File: src/rtl/rgmii_rx_pkg.sv
// Shared types and constants for the RGMII receive path.
// Contents: FSM state enum, preamble/SFD byte values, CRC32 seed, residue
// and polynomial, delay-line depth, and a byte-wise reflected CRC32 update.
package rgmii_rx_pkg;

   typedef enum logic [1:0] {
      IDLE = 2'd0,
      PRE  = 2'd1,
      DATA = 2'd2,
      DROP = 2'd3
   } rx_state_t;

   localparam logic [7:0]  preamble_c    = 8'h55;
   localparam logic [7:0]  sfd_c         = 8'hD5;
   localparam logic [31:0] crc_init_c    = 32'hFFFFFFFF;
   localparam logic [31:0] crc_residue_c = 32'hDEBB20E3;
   localparam logic [31:0] crc_poly_c    = 32'hEDB88320;

   // The FCS is 4 bytes, so holding 5 lets the frame end emit the last data
   // byte while the 4 FCS bytes are discarded.
   localparam int          line_depth_c  = 5;

   // Reflected CRC32, byte consumed LSB first, no final inversion.
   function automatic logic [31:0] crc32_byte(input logic [31:0] crc,
                                              input logic [7:0]  data);
      logic [31:0] c;
      c = crc ^ {24'h000000, data};
      for (int i = 0; i < 8; i++) begin
         c = c[0] ? ((c >> 1) ^ crc_poly_c) : (c >> 1);
      end
      return c;
   endfunction

endpackage

File: src/rtl/rgmii_rx_ddr_capture.sv
// RGMII receive pin capture and byte assembly.
// Ports:
//   rgmii_txd_reference_clk  in   RX reference clock
//   reset_clk125_i           in   asynchronous active-low reset
//   ddr_mode                 in   1: 1000 DDR byte per cycle, 0: nibble per cycle
//   rgmii_rxd_i[3:0]         in   RX data pins
//   rgmii_rx_ctl_i           in   RX_CTL pin
//   byte_v                   out  rx_byte holds a complete byte this cycle
//   rx_byte[7:0]             out  assembled byte
//   dv                       out  RX_DV
//   er                       out  RX_ER (DDR only, 0 in nibble mode)
// All outputs are registered on the rising edge.
module rgmii_rx_ddr_capture (
   input  logic       rgmii_txd_reference_clk,
   input  logic       reset_clk125_i,
   input  logic       ddr_mode,
   input  logic [3:0] rgmii_rxd_i,
   input  logic       rgmii_rx_ctl_i,
   output logic       byte_v,
   output logic [7:0] rx_byte,
   output logic       dv,
   output logic       er
);

   logic [3:0] lo_p;
   logic [3:0] hi_n;
   logic [3:0] lo_nib;
   logic       dv_p;
   logic       ctl_n;
   logic       phase;

   always_ff @(negedge rgmii_txd_reference_clk or negedge reset_clk125_i) begin
      if (!reset_clk125_i) begin
         hi_n  <= 4'h0;
         ctl_n <= 1'b0;
      end else begin
         hi_n  <= rgmii_rxd_i;
         ctl_n <= rgmii_rx_ctl_i;
      end
   end

   // DDR: the rising-edge half (lo_p, dv_p) and the falling-edge half
   // (hi_n, ctl_n) of one byte are joined on the next rising edge.
   always_ff @(posedge rgmii_txd_reference_clk or negedge reset_clk125_i) begin
      if (!reset_clk125_i) begin
         lo_p    <= 4'h0;
         dv_p    <= 1'b0;
         lo_nib  <= 4'h0;
         phase   <= 1'b0;
         byte_v  <= 1'b0;
         rx_byte <= 8'h00;
         dv      <= 1'b0;
         er      <= 1'b0;
      end else begin
         lo_p <= rgmii_rxd_i;
         dv_p <= rgmii_rx_ctl_i;
         if (ddr_mode) begin
            rx_byte <= {hi_n, lo_p};
            dv      <= dv_p;
            er      <= dv_p ^ ctl_n;
            byte_v  <= dv_p;
            phase   <= 1'b0;
         end else begin
            dv <= rgmii_rx_ctl_i;
            er <= 1'b0;
            if (!rgmii_rx_ctl_i) begin
               phase  <= 1'b0;
               byte_v <= 1'b0;
            end else if (!phase) begin
               lo_nib <= rgmii_rxd_i;
               phase  <= 1'b1;
               byte_v <= 1'b0;
            end else begin
               rx_byte <= {rgmii_rxd_i, lo_nib};
               phase   <= 1'b0;
               byte_v  <= 1'b1;
            end
         end
      end
   end

endmodule

File: src/rtl/rgmii_rx_frame_decoder.sv
// MAC-side RGMII frame receiver: strips preamble/SFD, checks FCS and length,
// and streams frame bytes (FCS removed) with valid/last/err framing.
// Ports:
//   rgmii_txd_reference_clk  in   RX reference clock
//   reset_clk125_i           in   asynchronous active-low reset
//   speed_i[1:0]             in   2'b10 = 1000 DDR, 2'b01/2'b00 = 100/10 nibble
//   rgmii_rxd_i[3:0]         in   RX data pins
//   rgmii_rx_ctl_i           in   RX_CTL pin
//   data_o[7:0]              out  frame byte, destination address first
//   v_o                      out  data_o valid for one cycle
//   last_o                   out  final emitted byte of the frame
//   err_o                    out  with last_o: frame is bad
//   good_frames_o            out  frames ended with err_o = 0 (wraps)
//   bad_frames_o             out  frames ended with err_o = 1 or dropped (wraps)
//
// state | meaning
// IDLE  | waiting for the first preamble byte
// PRE   | inside preamble, waiting for SFD
// DATA  | frame bytes flowing through the 5-byte delay line
// DROP  | discarding bytes until RX_DV falls
module rgmii_rx_frame_decoder
   import rgmii_rx_pkg::*;
#(
   parameter int min_frame_p = 64,
   parameter int max_frame_p = 1518,
   parameter int cnt_width_p = 16
) (
   input  logic                   rgmii_txd_reference_clk,
   input  logic                   reset_clk125_i,
   input  logic [1:0]             speed_i,
   input  logic [3:0]             rgmii_rxd_i,
   input  logic                   rgmii_rx_ctl_i,
   output logic [7:0]             data_o,
   output logic                   v_o,
   output logic                   last_o,
   output logic                   err_o,
   output logic [cnt_width_p-1:0] good_frames_o,
   output logic [cnt_width_p-1:0] bad_frames_o
);

   localparam logic [15:0] min_len_c = 16'(min_frame_p);
   localparam logic [15:0] max_len_c = 16'(max_frame_p);
   localparam logic [2:0]  full_c    = 3'(line_depth_c);

   rx_state_t   state_q, state_n;
   logic        byte_v, dv, er;
   logic [7:0]  rx_byte;
   logic [1:0]  speed_q;
   logic [31:0] crc_q, crc_n;
   logic [15:0] len_q, len_n;
   logic [2:0]  cnt_q, cnt_n;
   logic [7:0]  line_q [line_depth_c];
   logic        push;
   logic        v_n, last_n, err_n;
   logic [7:0]  data_n;
   logic        good_inc, bad_inc;
   logic        line_full, abort, frame_bad;

   rgmii_rx_ddr_capture u_capture (
      .rgmii_txd_reference_clk (rgmii_txd_reference_clk),
      .reset_clk125_i          (reset_clk125_i),
      .ddr_mode                (speed_i[1]),
      .rgmii_rxd_i             (rgmii_rxd_i),
      .rgmii_rx_ctl_i          (rgmii_rx_ctl_i),
      .byte_v                  (byte_v),
      .rx_byte                 (rx_byte),
      .dv                      (dv),
      .er                      (er)
   );

   assign line_full = (cnt_q == full_c);
   // A byte arriving when max_frame_p bytes are already counted would make
   // the frame one byte too long.
   assign abort     = er || (speed_i != speed_q) || (byte_v && (len_q == max_len_c));
   assign frame_bad = (crc_q != crc_residue_c) || (len_q < min_len_c);

   always_ff @(posedge rgmii_txd_reference_clk or negedge reset_clk125_i) begin
      if (!reset_clk125_i) begin
         state_q       <= IDLE;
         speed_q       <= 2'b00;
         crc_q         <= crc_init_c;
         len_q         <= 16'h0000;
         cnt_q         <= 3'd0;
         for (int i = 0; i < line_depth_c; i++) line_q[i] <= 8'h00;
         data_o        <= 8'h00;
         v_o           <= 1'b0;
         last_o        <= 1'b0;
         err_o         <= 1'b0;
         good_frames_o <= '0;
         bad_frames_o  <= '0;
      end else begin
         state_q <= state_n;
         speed_q <= speed_i;
         crc_q   <= crc_n;
         len_q   <= len_n;
         cnt_q   <= cnt_n;
         if (push) begin
            for (int i = line_depth_c - 1; i > 0; i--) line_q[i] <= line_q[i-1];
            line_q[0] <= rx_byte;
         end
         data_o        <= data_n;
         v_o           <= v_n;
         last_o        <= last_n;
         err_o         <= err_n;
         good_frames_o <= good_frames_o + cnt_width_p'(good_inc);
         bad_frames_o  <= bad_frames_o + cnt_width_p'(bad_inc);
      end
   end

   always_comb begin
      state_n = state_q;
      unique case (state_q)
         IDLE: begin
            if (dv && byte_v) state_n = (rx_byte == preamble_c) ? PRE : DROP;
         end
         PRE: begin
            if (!dv) begin
               state_n = IDLE;
            end else if (byte_v) begin
               if (rx_byte == sfd_c)           state_n = DATA;
               else if (rx_byte != preamble_c) state_n = DROP;
            end
         end
         DATA: begin
            if (!dv)        state_n = IDLE;
            else if (abort) state_n = DROP;
         end
         DROP: begin
            if (!dv) state_n = IDLE;
         end
         default: state_n = IDLE;
      endcase
   end

   always_comb begin
      v_n      = 1'b0;
      last_n   = 1'b0;
      err_n    = 1'b0;
      push     = 1'b0;
      crc_n    = crc_q;
      len_n    = len_q;
      cnt_n    = cnt_q;
      good_inc = 1'b0;
      bad_inc  = 1'b0;
      unique case (state_q)
         PRE: begin
            if (dv && byte_v && (rx_byte == sfd_c)) begin
               crc_n = crc_init_c;
               len_n = 16'h0000;
               cnt_n = 3'd0;
            end
         end
         DATA: begin
            if (!dv) begin
               // Fewer than 5 bytes means nothing was emitted yet: a runt
               // is counted but never appears on the stream.
               if (line_full) begin
                  v_n      = 1'b1;
                  last_n   = 1'b1;
                  err_n    = frame_bad;
                  good_inc = !frame_bad;
                  bad_inc  = frame_bad;
               end else begin
                  bad_inc = 1'b1;
               end
            end else if (abort) begin
               if (line_full) begin
                  v_n    = 1'b1;
                  last_n = 1'b1;
                  err_n  = 1'b1;
               end
            end else if (byte_v) begin
               crc_n = crc32_byte(crc_q, rx_byte);
               len_n = len_q + 16'h0001;
               push  = 1'b1;
               if (line_full) v_n = 1'b1;
               else           cnt_n = cnt_q + 3'd1;
            end
         end
         default: ;
      endcase
      if ((state_q != DROP) && (state_n == DROP)) bad_inc = 1'b1;
      data_n = v_n ? line_q[line_depth_c-1] : 8'h00;
   end

endmodule

File: config.mk
export PLATFORM = sky130hd
export DESIGN_NAME = rgmii_rx_frame_decoder
export DESIGN_NICKNAME = d
export VERILOG_FILES = /design/src/rtl/rgmii_rx_pkg.sv /design/src/rtl/rgmii_rx_ddr_capture.sv /design/src/rtl/rgmii_rx_frame_decoder.sv
export SDC_FILE = /design/constraint.sdc
export NUM_CORES = 1
export LEC_CHECK = 0
export ABC_CLOCK_PERIOD_IN_PS = 3200
export CAP_MARGIN = 20
export CELL_PAD_IN_SITES_DETAIL_PLACEMENT = 1
export CELL_PAD_IN_SITES_GLOBAL_PLACEMENT = 2
export CORE_ASPECT_RATIO = 1.5
export CORE_MARGIN = 4
export CORE_UTILIZATION = 35
export CTS_CLUSTER_SIZE = 24
export DETAILED_ROUTE_END_ITERATION = 12
export GPL_TIMING_DRIVEN = 0
export PLACE_DENSITY = 0.75
export SLEW_MARGIN = 40
export SYNTH_ARGS = -nofsm -noshare
export SYNTH_HDL_FRONTEND = slang
export SYNTH_SLANG_ARGS = --single-unit
File: constraint.sdc
create_clock -name rgmii_txd_reference_clk -period 3.2 [get_ports rgmii_txd_reference_clk]
set_clock_uncertainty 0.1 [all_clocks]
set_input_delay 0.48 -clock rgmii_txd_reference_clk [delete_from_list [all_inputs] [get_ports rgmii_txd_reference_clk]]
set_output_delay 0.48 -clock rgmii_txd_reference_clk [all_outputs]
set_load 0.1 [all_outputs]
==> results of run 1 <==
-- worst register-to-register path: stages (launching register included) --
cell and delay [ns]:
dfrtp_1 0.38, or4bb_1 0.50, or4_4 0.58, a31oi_4 0.15, nor2_2 0.05, nand4bb_1 0.19, a22oi_2 0.17, ha_2 0.22
and3_4 0.19, nand2_2 0.05, or2_4 0.28, nor2_4 0.08, xor2_1 0.16
-- cell usage in the layout, fill, tap and decap left out, types with 8 or more instances in the layout --
cell type and count:
a21oi_1 26, nor2_1 50, buf_4 16, o21ai_0 15
mux2i_1 8, clkbuf_16 18, clkbuf_1 10, dfstp_2 32
and2_1 11, nand2_1 146, nand4_1 11, a31oi_1 12
xor2_1 35, xnor2_1 71, dfrtp_1 126, nand3_1 19
buf_2 51
-- metrics by stage --
stage                     instances  cell area (um2)  setup TNS (ns)  utilization
after CTS                      1056             8820         -0.0541        0.429
after global placement         1012             8250         -778.47        0.401
after floorplan                 697             7410               0            -
after detailed placement       1014             8120           -8.75        0.394
after global routing           1062             8940          -0.455        0.435
final                          1062             8940               0        0.435
-- flip-flops by register name, summed over array words and instances, names as in the netlist, 2 cells and up --
signal and flops:
line_q 40, crc_q 32, bad_frames_o 16, good_frames_o 16, len_q 16, data_o 8, u_capture.rx_byte 8, u_capture.hi_n 4
u_capture.lo_nib 4, u_capture.lo_p 4, cnt_q 3, speed_q 2, state_q 2
-- kinds of logic after synthesis --
family / after synthesis / synth area share
muxes: 13 / 0.0185
and+or+nand+nor: 306 / 0.195
AOI/OAI and AO/OA: 63 / 0.0495
DFF: 164 / 0.562
buffers and inverters: 30 / 0.0222
adders and majority gates: 8 / 0.0136
xor gates and xnor gates: 113 / 0.139
-- synthesized netlist by cell type, drive strengths merged (9+ instances only) --
| cell type | count | area (um2) |
|---|---|---|
| dfrtp | 127 | 3180 |
| buf | 15 | 108 |
| xor2 | 35 | 307 |
| nand3 | 20 | 100 |
| dfstp | 32 | 841 |
| a31oi | 13 | 81.3 |
| nor2 | 56 | 218 |
| a21oi | 27 | 139 |
| nand4 | 11 | 68.8 |
| xnor2 | 78 | 721 |
| nor3 | 9 | 45.0 |
| nand2 | 150 | 563 |
| o21ai | 15 | 75.1 |
| and2 | 12 | 75.1 |
| clkbuf | 9 | 33.8 |
-- report_power, final --
| part | internal, mW | total (mW) | switching [mW] |
|---|---|---|---|
| Sequential | 2.51 | 2.83 | 0.320 |
| Combinational | 1.34 | 3.16 | 1.82 |
| Clock | 1.10 | 1.95 | 0.853 |
| Total | 4.95 | 7.94 | 2.99 |
-- cell type report --
cell class / instances / area, um2 / area share
Sequential cell: 164 / 4150 / 0.463
Multi-Input combinational cell: 503 / 3250 / 0.364
Clock buffer: 21 / 482 / 0.0539
Timing Repair Buffer: 69 / 478 / 0.0534
Tap cell: 264 / 330 / 0.0369
Buffer: 24 / 141 / 0.0158
Clock inverter: 11 / 91.3 / 0.0102
Inverter: 6 / 22.5 / 0.00252
-- final timing paths --
| kind | slack (ns) | depth (start not counted) | end |
|---|---|---|---|
| worst max-delay path | 0.02 | 12 | bad_frames_o[15] |
| worst min-delay path | 0.36 | 2 | line_q[1] |
| worst max register to register | 0.02 | 12 | bad_frames_o[15] |
| worst min register to register | 0.36 | 2 | line_q[1] |
| max in group asynchronous | 0.38 | 3 | u_capture.hi_n[0] |
| min in group asynchronous | 0.46 | 2 | good_frames_o[14] |
-- repair_timing --
action                                  4_1_cts  5_1_grt
hold buffers                                  1        0
hold endpoints to repair                     51        0
buffers inserted                              9        6
endpoints found under the setup margin       18       32
resized for setup                            12       14
pin swaps                                     8       10
-- layer usage --
| layer | track usage | routed length (um) |
|---|---|---|
| met1 | 0.180 | 7090 |
| met2 | 0.298 | 9580 |
| met3 | 0.0299 | 580 |
| met4 | 0.0648 | 393 |
| met5 | 0 | 0 |
==> impl_metrics.py, run 1 <==
metrics = {
    "pwr": {
        "peakVddDrop_mv": 0.967,
        "power.leakage_nw": 4.13,
        "total_power_mw": 7.94,
        "power_density_nw_per_um2": 888,
    },
    "worst_setup_path": {
        "worstPathMaxFanout": 3,
        "start_kind": "register",
        "cp_slowest_cell": "or4_4",
        "worst_setup_path_end_kind": "register",
        "worst_r2r_startpoint": "len_q[14]",
        "crit_family": "simple AND/OR/NAND/NOR gates",
        "path_class": "reg2reg",
        "cp.buffers_inverters": 0,
        "path_cells": "or4bb_1, or4_4, a31oi_4, nor2_2, nand4bb_1, a22oi_2, ha_2, and3_4, nand2_2, or2_4, nor2_4, xor2_1",
        "cp.required_ns": 3.44,
        "crit_arrival_ns": 3.42,
        "max_stage_delay_ns": 0.58,
        "cp-startpoint": "len_q[14]",
    },
    "grt": {
        "grt_max_degree": 61,
        "grt_overflow_total": 0,
        "grt_usage": 0.161,
        "antenna_found_initial": 0,
        "grt_pass1_vias": 5743,
        "grt_pass1_wl_mm": 30.0,
    },
    "timing": {
        "slew_viol_final": 0,
        "fmax_mhz": 315,
        "setup_ws_ns": 0.0247,
        "hold_viol": 0,
        "final-setup-viol-count": 0,
        "worst_pin_slew_ns": 0.810,
        "relSlewSlack": 0.456,
        "rsz0062_at_grt": "true",
        "holdWs_ns": 0.357,
        "min_period_ns": 3.18,
        "fin_crit_sh": 0.992,
    },
    "synth": {
        "seq_area_frac_synth": 0.562,
        "netlist_area_um2": 7380,
        "ys_seq_elements": 164,
        "synth_nets": 714,
        "synth.distinct_cells": 49,
        "async_flop_share": 1.00,
        "syn_avg_cell_area_um2": 10.6,
        "postSynthCellCount": 697,
        "synthFlopType": "dfrtp_1",
        "ys_warn_count": 0,
        "synth_edf_count": 0,
    },
    "floorplan": {
        "rows": 64,
        "die_w_um": 127,
        "core_area_um2": 20600,
        "die_area_um2": 23500,
        "start_util": 0.358,
        "io-pin-count": 52,
        "die_y_um": 186,
    },
    "layout": {
        "drive_gt1_frac": 0.233,
        "area_growth_syn_to_layout_pct": 21.3,
        "diodes": 0,
        "final_nets": 802,
        "fill_cells": 2295,
    },
    "placed_design": {
        "dp_hpwl_mm": 12.6,
        "gp_congestion": 0.828,
        "post-place-ws_ns": -0.308,
        "port-buffer-count": 51,
    },
    "cts": {
        "clk_pin_slew_ns": 0.06,
        "clock_sinks": 164,
        "cts_max_level": 4,
        "cts_tree": "done",
        "numCtsBuffers": 17,
        "root_buffer": "clkbuf_16",
        "cts.path.max_buffers": 2,
        "worst_skew_pair.late_latency_ns": 0.42,
    },
    "outcome": {
        "status": "finished, final reports clean",
    },
    "flow_run": {
        "maxCapViolCount": 0,
    },
    "hold_path": {
        "min_from": "line_q[1]",
        "min_path_type": "reg2reg",
    },
    "detailed_routing": {
        "final_antenna_net_count": 0,
        "drt-initial-drc-count": 141,
        "dr.pass1.iters": 4,
        "avgRoutedWirePerCell_um": 16.6,
        "finalWirelength_mm": 17.6,
        "drc": 0,
        "via_per_inst": 4.93,
        "vias": 5234,
    },
}
No activity file was read; power rests on OpenSTA's default activity.
==> run 2: changes to the inputs <==
Settings changed: CORE_UTILIZATION 35 to 27, PLACE_DENSITY 0.75 to 0.6.
==> run 2 against run 1 <==
Compared with the run above:
- the run now ends with negative setup slack left
- sequential share of layout area is 1.0 points lower
- wire length is 3.3% higher
- final cell count is 7.9% higher
- clock power is 7% higher
- register-to-register slack worse by 0.07 ns
- global-route usage is 3.4 points lower
- count of clock-buffer cells in the layout is 1 lower
- sequential cell count stayed put
==> impl_metrics.py, run 2 (synthesized netlist as in run 1, its figures left out) <==
metrics = {
    "layout": {
        "area_growth_syn_to_layout_pct": 23.9,
        "mostFrequentLayoutCells": "nand2_1 (149), dfrtp_1 (126), xnor2_1 (71), buf_2 (51), nor2_1 (50)",
        "largest_register_ff_count": 40,
        "diodes": 0,
        "final_common_cell": "nand2_1",
        "top_regs": "line_q x40, crc_q x32",
        "regMostFlops": "line_q",
        "final_nets": 813,
        "drive_gt1_frac": 0.239,
    },
    "cts": {
        "worst_skew_pair.late_latency_ns": 0.43,
        "cts_max_level": 4,
        "cts_tree": "done",
        "clk_pin_slew_ns": 0.07,
        "cts.path.max_buffers": 2,
        "numCtsBuffers": 17,
        "root_buffer": "clkbuf_16",
        "clock_sinks": 164,
    },
    "worst_setup_path": {
        "ff2ff_setup_slack_ns": -0.05,
        "crit_arrival_ns": 3.51,
        "ff2ff_path_depth": 12,
        "worst_setup_path_end_kind": "register",
        "worst_r2r_startpoint": "len_q[15]",
        "path_class": "reg2reg",
        "path_cells": "or4bb_1, or4_4, a31oi_1, nor2_1, nand4bb_1, a22oi_2, ha_4, and3_4, nand2_2, or2_4, nor2_4, xor2_1",
        "worstPathMaxFanout": 3,
        "cp.required_ns": 3.46,
        "start_kind": "register",
        "r2r-end": "bad_frames_o[15]",
        "max_stage_delay_ns": 0.56,
        "cp_slowest_cell": "or4_4",
    },
    "floorplan": {
        "die_area_um2": 30100,
        "core_area_um2": 26800,
        "die_y_um": 210,
        "die_w_um": 143,
        "start_util": 0.276,
        "rows": 73,
        "io-pin-count": 52,
    },
    "grt": {
        "antenna_found_initial": 0,
        "grt_pass1_vias": 5612,
        "grt_pass1_wl_mm": 30.0,
        "grt_max_degree": 65,
        "grt_overflow_total": 0,
        "grt_usage": 0.126,
    },
    "detailed_routing": {
        "drt-initial-drc-count": 135,
        "vias": 5179,
        "finalWirelength_mm": 18.2,
        "final_antenna_net_count": 0,
        "drc": 0,
        "via_per_inst": 4.52,
        "dr.pass1.iters": 4,
        "avgRoutedWirePerCell_um": 15.9,
    },
    "flow_run": {
        "maxCapViolCount": 0,
    },
    "timing": {
        "fin_crit_sh": 1.02,
        "setup_ws_ns": -0.0494,
        "hold_viol": 0,
        "min_period_ns": 3.25,
        "final-setup-viol-count": 1,
        "relSlewSlack": 0.411,
        "fmax_mhz": 308,
        "slew_viol_final": 0,
        "worst_pin_slew_ns": 0.877,
        "rsz0062_at_grt": "true",
    },
    "pwr": {
        "power.leakage_nw": 4.19,
        "peakVddDrop_mv": 0.662,
        "total_power_mw": 8.12,
        "power_density_nw_per_um2": 888,
    },
    "placed_design": {
        "port-buffer-count": 51,
        "dp_hpwl_mm": 13.1,
        "post-place-ws_ns": -0.358,
        "gp_congestion": 0.791,
    },
    "hold_path": {
        "hold_depth": 1,
        "min_to": "bad_frames_o[15]",
        "min_path_type": "reg2reg",
        "min_from": "bad_frames_o[15]",
    },
    "outcome": {
        "status": "finished with violations",
        "violations": "negative setup slack",
    },
}
## run 2: changes by cell type in the layout (fill, tap and decap cells not counted), sizes merged
| cell | before | now |
|---|---|---|
| inv | 10 | 11 |
| clkbuf | 30 | 29 |
| bufinv | 0 | 2 |
| clkinv | 4 | 1 |
| clkinvlp | 3 | 4 |
| buf | 76 | 87 |
## run 2: critical path: cells and delay by family, from the launching register on
kind            cells  cell delay [ns]
simple gates        8             1.93
flops               1             0.41
compound gates      2             0.39
fa+ha+maj           1             0.21
xor+xnor            1             0.14
## run 2: area by class of cell
cell class	instances	area (um2)
fill	2996	17600
sequential	164	4150
multi-input combinational	503	3240
timing repair buffer	80	579
clock buffer	20	447
tap	337	422
clock inverter	12	145
buffer	24	141
inverter	6	22.5
## run 2: what timing repair did
item | in CTS | in global routing
endpoints found under the setup margin | 18 | 15
gates resized for setup | 14 | 13
setup buffers | 14 | 13
pin swaps | 4 | 13
endpoints found under the hold margin | 34 | 0
hold buffers | 1 | 0
## run 2: metal layers
metal / share of wire / track usage / up-vias
met1: 0.41 / 0.145 / 2591
met5: 0 / 0 / -
li1: - / - / 2512
met4: 0.013 / 0.0377 / 0
met2: 0.54 / 0.232 / 61
met3: 0.030 / 0.0275 / 15
## run 2: how the worst max path moves through the flow
stage	from	end	cells after the start
floorplan	len_q[15]	bad_frames_o[15]	12
global placement	reset_clk125_i	u_capture.hi_n[1]	1
detailed placement	speed_i[1]	bad_frames_o[15]	14
CTS	len_q[15]	bad_frames_o[15]	12
global route	len_q[15]	bad_frames_o[15]	12
finish	len_q[15]	bad_frames_o[15]	12
## run 2: metrics by stage
| step | hold slack (ns) | utilization | std cells | area, um2 | TNS (ns) |
|---|---|---|---|---|---|
| final | 0.358 | 0.342 | 1146 | 9140 | -0.0494 |
| after global routing | 0.385 | 0.342 | 1146 | 9140 | -0.913 |
| after CTS | 0.366 | 0.336 | 1134 | 8980 | -0.0611 |
| after detailed placement | 0.317 | 0.307 | 1087 | 8210 | -6.21 |
| after global placement | 0.343 | 0.312 | 1085 | 8340 | -847.74 |
| after floorplan | 0.0844 | - | 697 | 7410 | 0 |
## run 2: power breakdown
part / internal (mW) / switching, mW
logic: 1.39 / 1.83
clock network: 1.19 / 0.892
registers: 2.51 / 0.317
==> run 3: changes to the inputs <==
Settings changed: CORE_MARGIN 4 to 2.
==> run 3 against run 2 <==
Compared with the run above:
- wire length decreased by 1.2%
- clock power increased by 2%
- hold slack about the same
- register-to-register slack about the same
- the run still ends with negative setup slack left
- highest routed layer unchanged
- global-route usage increased by 0.40 points
==> impl_metrics.py, run 3 (synthesized netlist as in run 1, its figures left out) <==
metrics = {
    "pwr": {
        "p_int_mw": 5.04,
        "clockPowerShare": 0.261,
        "p_seq_frac": 0.350,
        "p_sw_mw": 3.06,
        "power_density_nw_per_um2": 887,
        "p_comb_frac": 0.389,
        "power.leakage_nw": 4.19,
        "switching_share": 0.378,
        "total_power_mw": 8.10,
        "peakVddDrop_mv": 0.761,
    },
    "detailed_routing": {
        "final_antenna_net_count": 0,
        "vias": 5186,
        "finalWirelength_mm": 18.0,
        "avgRoutedWirePerCell_um": 15.7,
        "drc": 0,
        "drt-initial-drc-count": 141,
        "dr.pass1.iters": 4,
        "via_per_inst": 4.53,
    },
    "cts": {
        "numCtsBuffers": 17,
        "cts.path.max_buffers": 2,
        "clock_sinks": 164,
        "cts_tree": "done",
        "clk_pin_slew_ns": 0.07,
        "cts_max_level": 4,
        "root_buffer": "clkbuf_16",
        "worst_skew_pair.late_latency_ns": 0.43,
    },
    "worst_setup_path": {
        "r2r-end": "bad_frames_o[14]",
        "crit_arrival_ns": 3.47,
        "cp.required_ns": 3.42,
        "cp_slowest_cell": "or4_4",
        "worst_r2r_startpoint": "len_q[14]",
        "worstPathMaxFanout": 3,
        "crit_path_frequent_cell": "ha_4",
        "path_class": "reg2reg",
        "path_cells": "or4bb_1, or4_4, a31oi_1, nor2_1, nand4bb_1, a22oi_2, ha_4, buf_4, ha_4, nand3_4, nor2_4, nand4_1, xnor2_1",
        "ff2ff_setup_slack_ns": -0.05,
        "worst_setup_path_end_kind": "register",
        "max_stage_delay_ns": 0.57,
        "ff2ff_path_depth": 13,
        "start_kind": "register",
    },
    "hold_path": {
        "min_path_type": "reg2reg",
        "min_from": "line_q[7]",
        "hold_depth": 2,
        "min_to": "line_q[7]",
    },
    "outcome": {
        "violations": "negative setup slack",
        "status": "finished with violations",
    },
    "timing": {
        "worst_pin_slew_ns": 0.780,
        "rsz0062_at_grt": "true",
        "hold_viol": 0,
        "min_period_ns": 3.25,
        "relSlewSlack": 0.476,
        "slew_viol_final": 0,
        "final-setup-viol-count": 3,
        "fmax_mhz": 308,
        "setup_ws_ns": -0.0497,
        "fin_crit_sh": 1.02,
    },
    "layout": {
        "largest_register_ff_count": 40,
        "area_growth_syn_to_layout_pct": 23.9,
        "top_regs": "line_q x40, crc_q x32",
        "final_common_cell": "nand2_1",
        "stdcell_count": 1146,
        "fill_cells": 3097,
        "final_nets": 808,
        "mostFrequentLayoutCells": "nand2_1 (146), dfrtp_1 (126), xnor2_1 (69), nor2_1 (51), buf_2 (51)",
        "diodes": 0,
        "final_core_util": 0.338,
        "drive_gt1_frac": 0.239,
        "regMostFlops": "line_q",
    },
    "grt": {
        "grt_overflow_total": 0,
        "grt_max_degree": 61,
        "grt_pass1_wl_mm": 29.5,
        "grt_usage": 0.130,
        "antenna_found_initial": 0,
        "grt_pass1_vias": 5459,
    },
    "flow_run": {
        "maxCapViolCount": 0,
    },
    "placed_design": {
        "gp_congestion": 0.786,
        "port-buffer-count": 51,
        "dp_hpwl_mm": 12.9,
        "post-place-ws_ns": -0.447,
        "dp.cells": 1092,
    },
    "floorplan": {
        "rows": 74,
        "die_y_um": 206,
        "io-pin-count": 52,
        "die_area_um2": 28700,
        "start_util": 0.273,
        "core_area_um2": 27000,
        "die_w_um": 139,
    },
}
run 3: worst max path at each step:
stage | startpoint | endpoint | cells past startpoint
after global routing | len_q[14] | bad_frames_o[14] | 13
after CTS | len_q[15] | bad_frames_o[15] | 12
after detailed placement | speed_i[1] | bad_frames_o[15] | 14
final | len_q[14] | bad_frames_o[14] | 13
after floorplan | len_q[15] | bad_frames_o[15] | 12
after global placement | reset_clk125_i | u_capture.hi_n[0] | 1
run 3: power groups by stage:
stage / logic (mW) / clock network [mW] / registers, mW
after floorplan: 2.26 / 0 / 3.00
after global placement: 3.13 / 0 / 2.86
after detailed placement: 3.13 / 0 / 2.88
after CTS: 3.18 / 2.20 / 2.84
after global routing: 3.43 / 2.29 / 2.88
final: 3.15 / 2.12 / 2.84
run 3: worst max-delay path, delay by kind of cell, from the launching register on:
kind | cells | cell delay (ns)
buffers and inverters | 1 | 0.12
flip-flops | 1 | 0.39
AND/OR/NAND/NOR | 7 | 1.67
adder cells (fa/ha/maj) | 2 | 0.34
XOR/XNOR | 1 | 0.14
AO/OA/AOI/OAI | 2 | 0.36
run 3: routing by layer:
metal	track usage	vias to the layer above	routed length, um
met2	0.241	66	9640
li1	-	2508	-
met1	0.147	2588	7540
met5	0	-	0
met3	0.0257	24	489
met4	0.0505	0	335
run 3: area by class of cell:
cell class	count	area, um2	area share
sequential	164	4150	0.454
buffer	24	141	0.0155
clock buffer	17	425	0.0466
tap	342	428	0.0468
clock inverter	15	193	0.0211
timing repair buffer	75	523	0.0573
multi-input combinational	503	3260	0.357
inverter	6	22.5	0.00247
run 3: what timing repair did:
action | 4_1_cts | 5_1_grt
gates resized for setup | 15 | 10
buffers inserted | 7 | 14
setup endpoints to repair | 19 | 13
pin swaps | 9 | 11
hold buffers | 1 | 0
endpoints found under the hold margin | 48 | 0
run 3: per-stage QoR:
step           setup TNS (ns)  hold WS [ns]  area, um2
6_report              -0.0941         0.358       9140
3_3_place_gp          -841.55         0.343       8340
4_1_cts                -0.163         0.366       8970
2_1_floorplan               0        0.0844       7410
5_1_grt                 -1.14         0.388       9140
3_5_place_dp           -26.29         0.349       8220
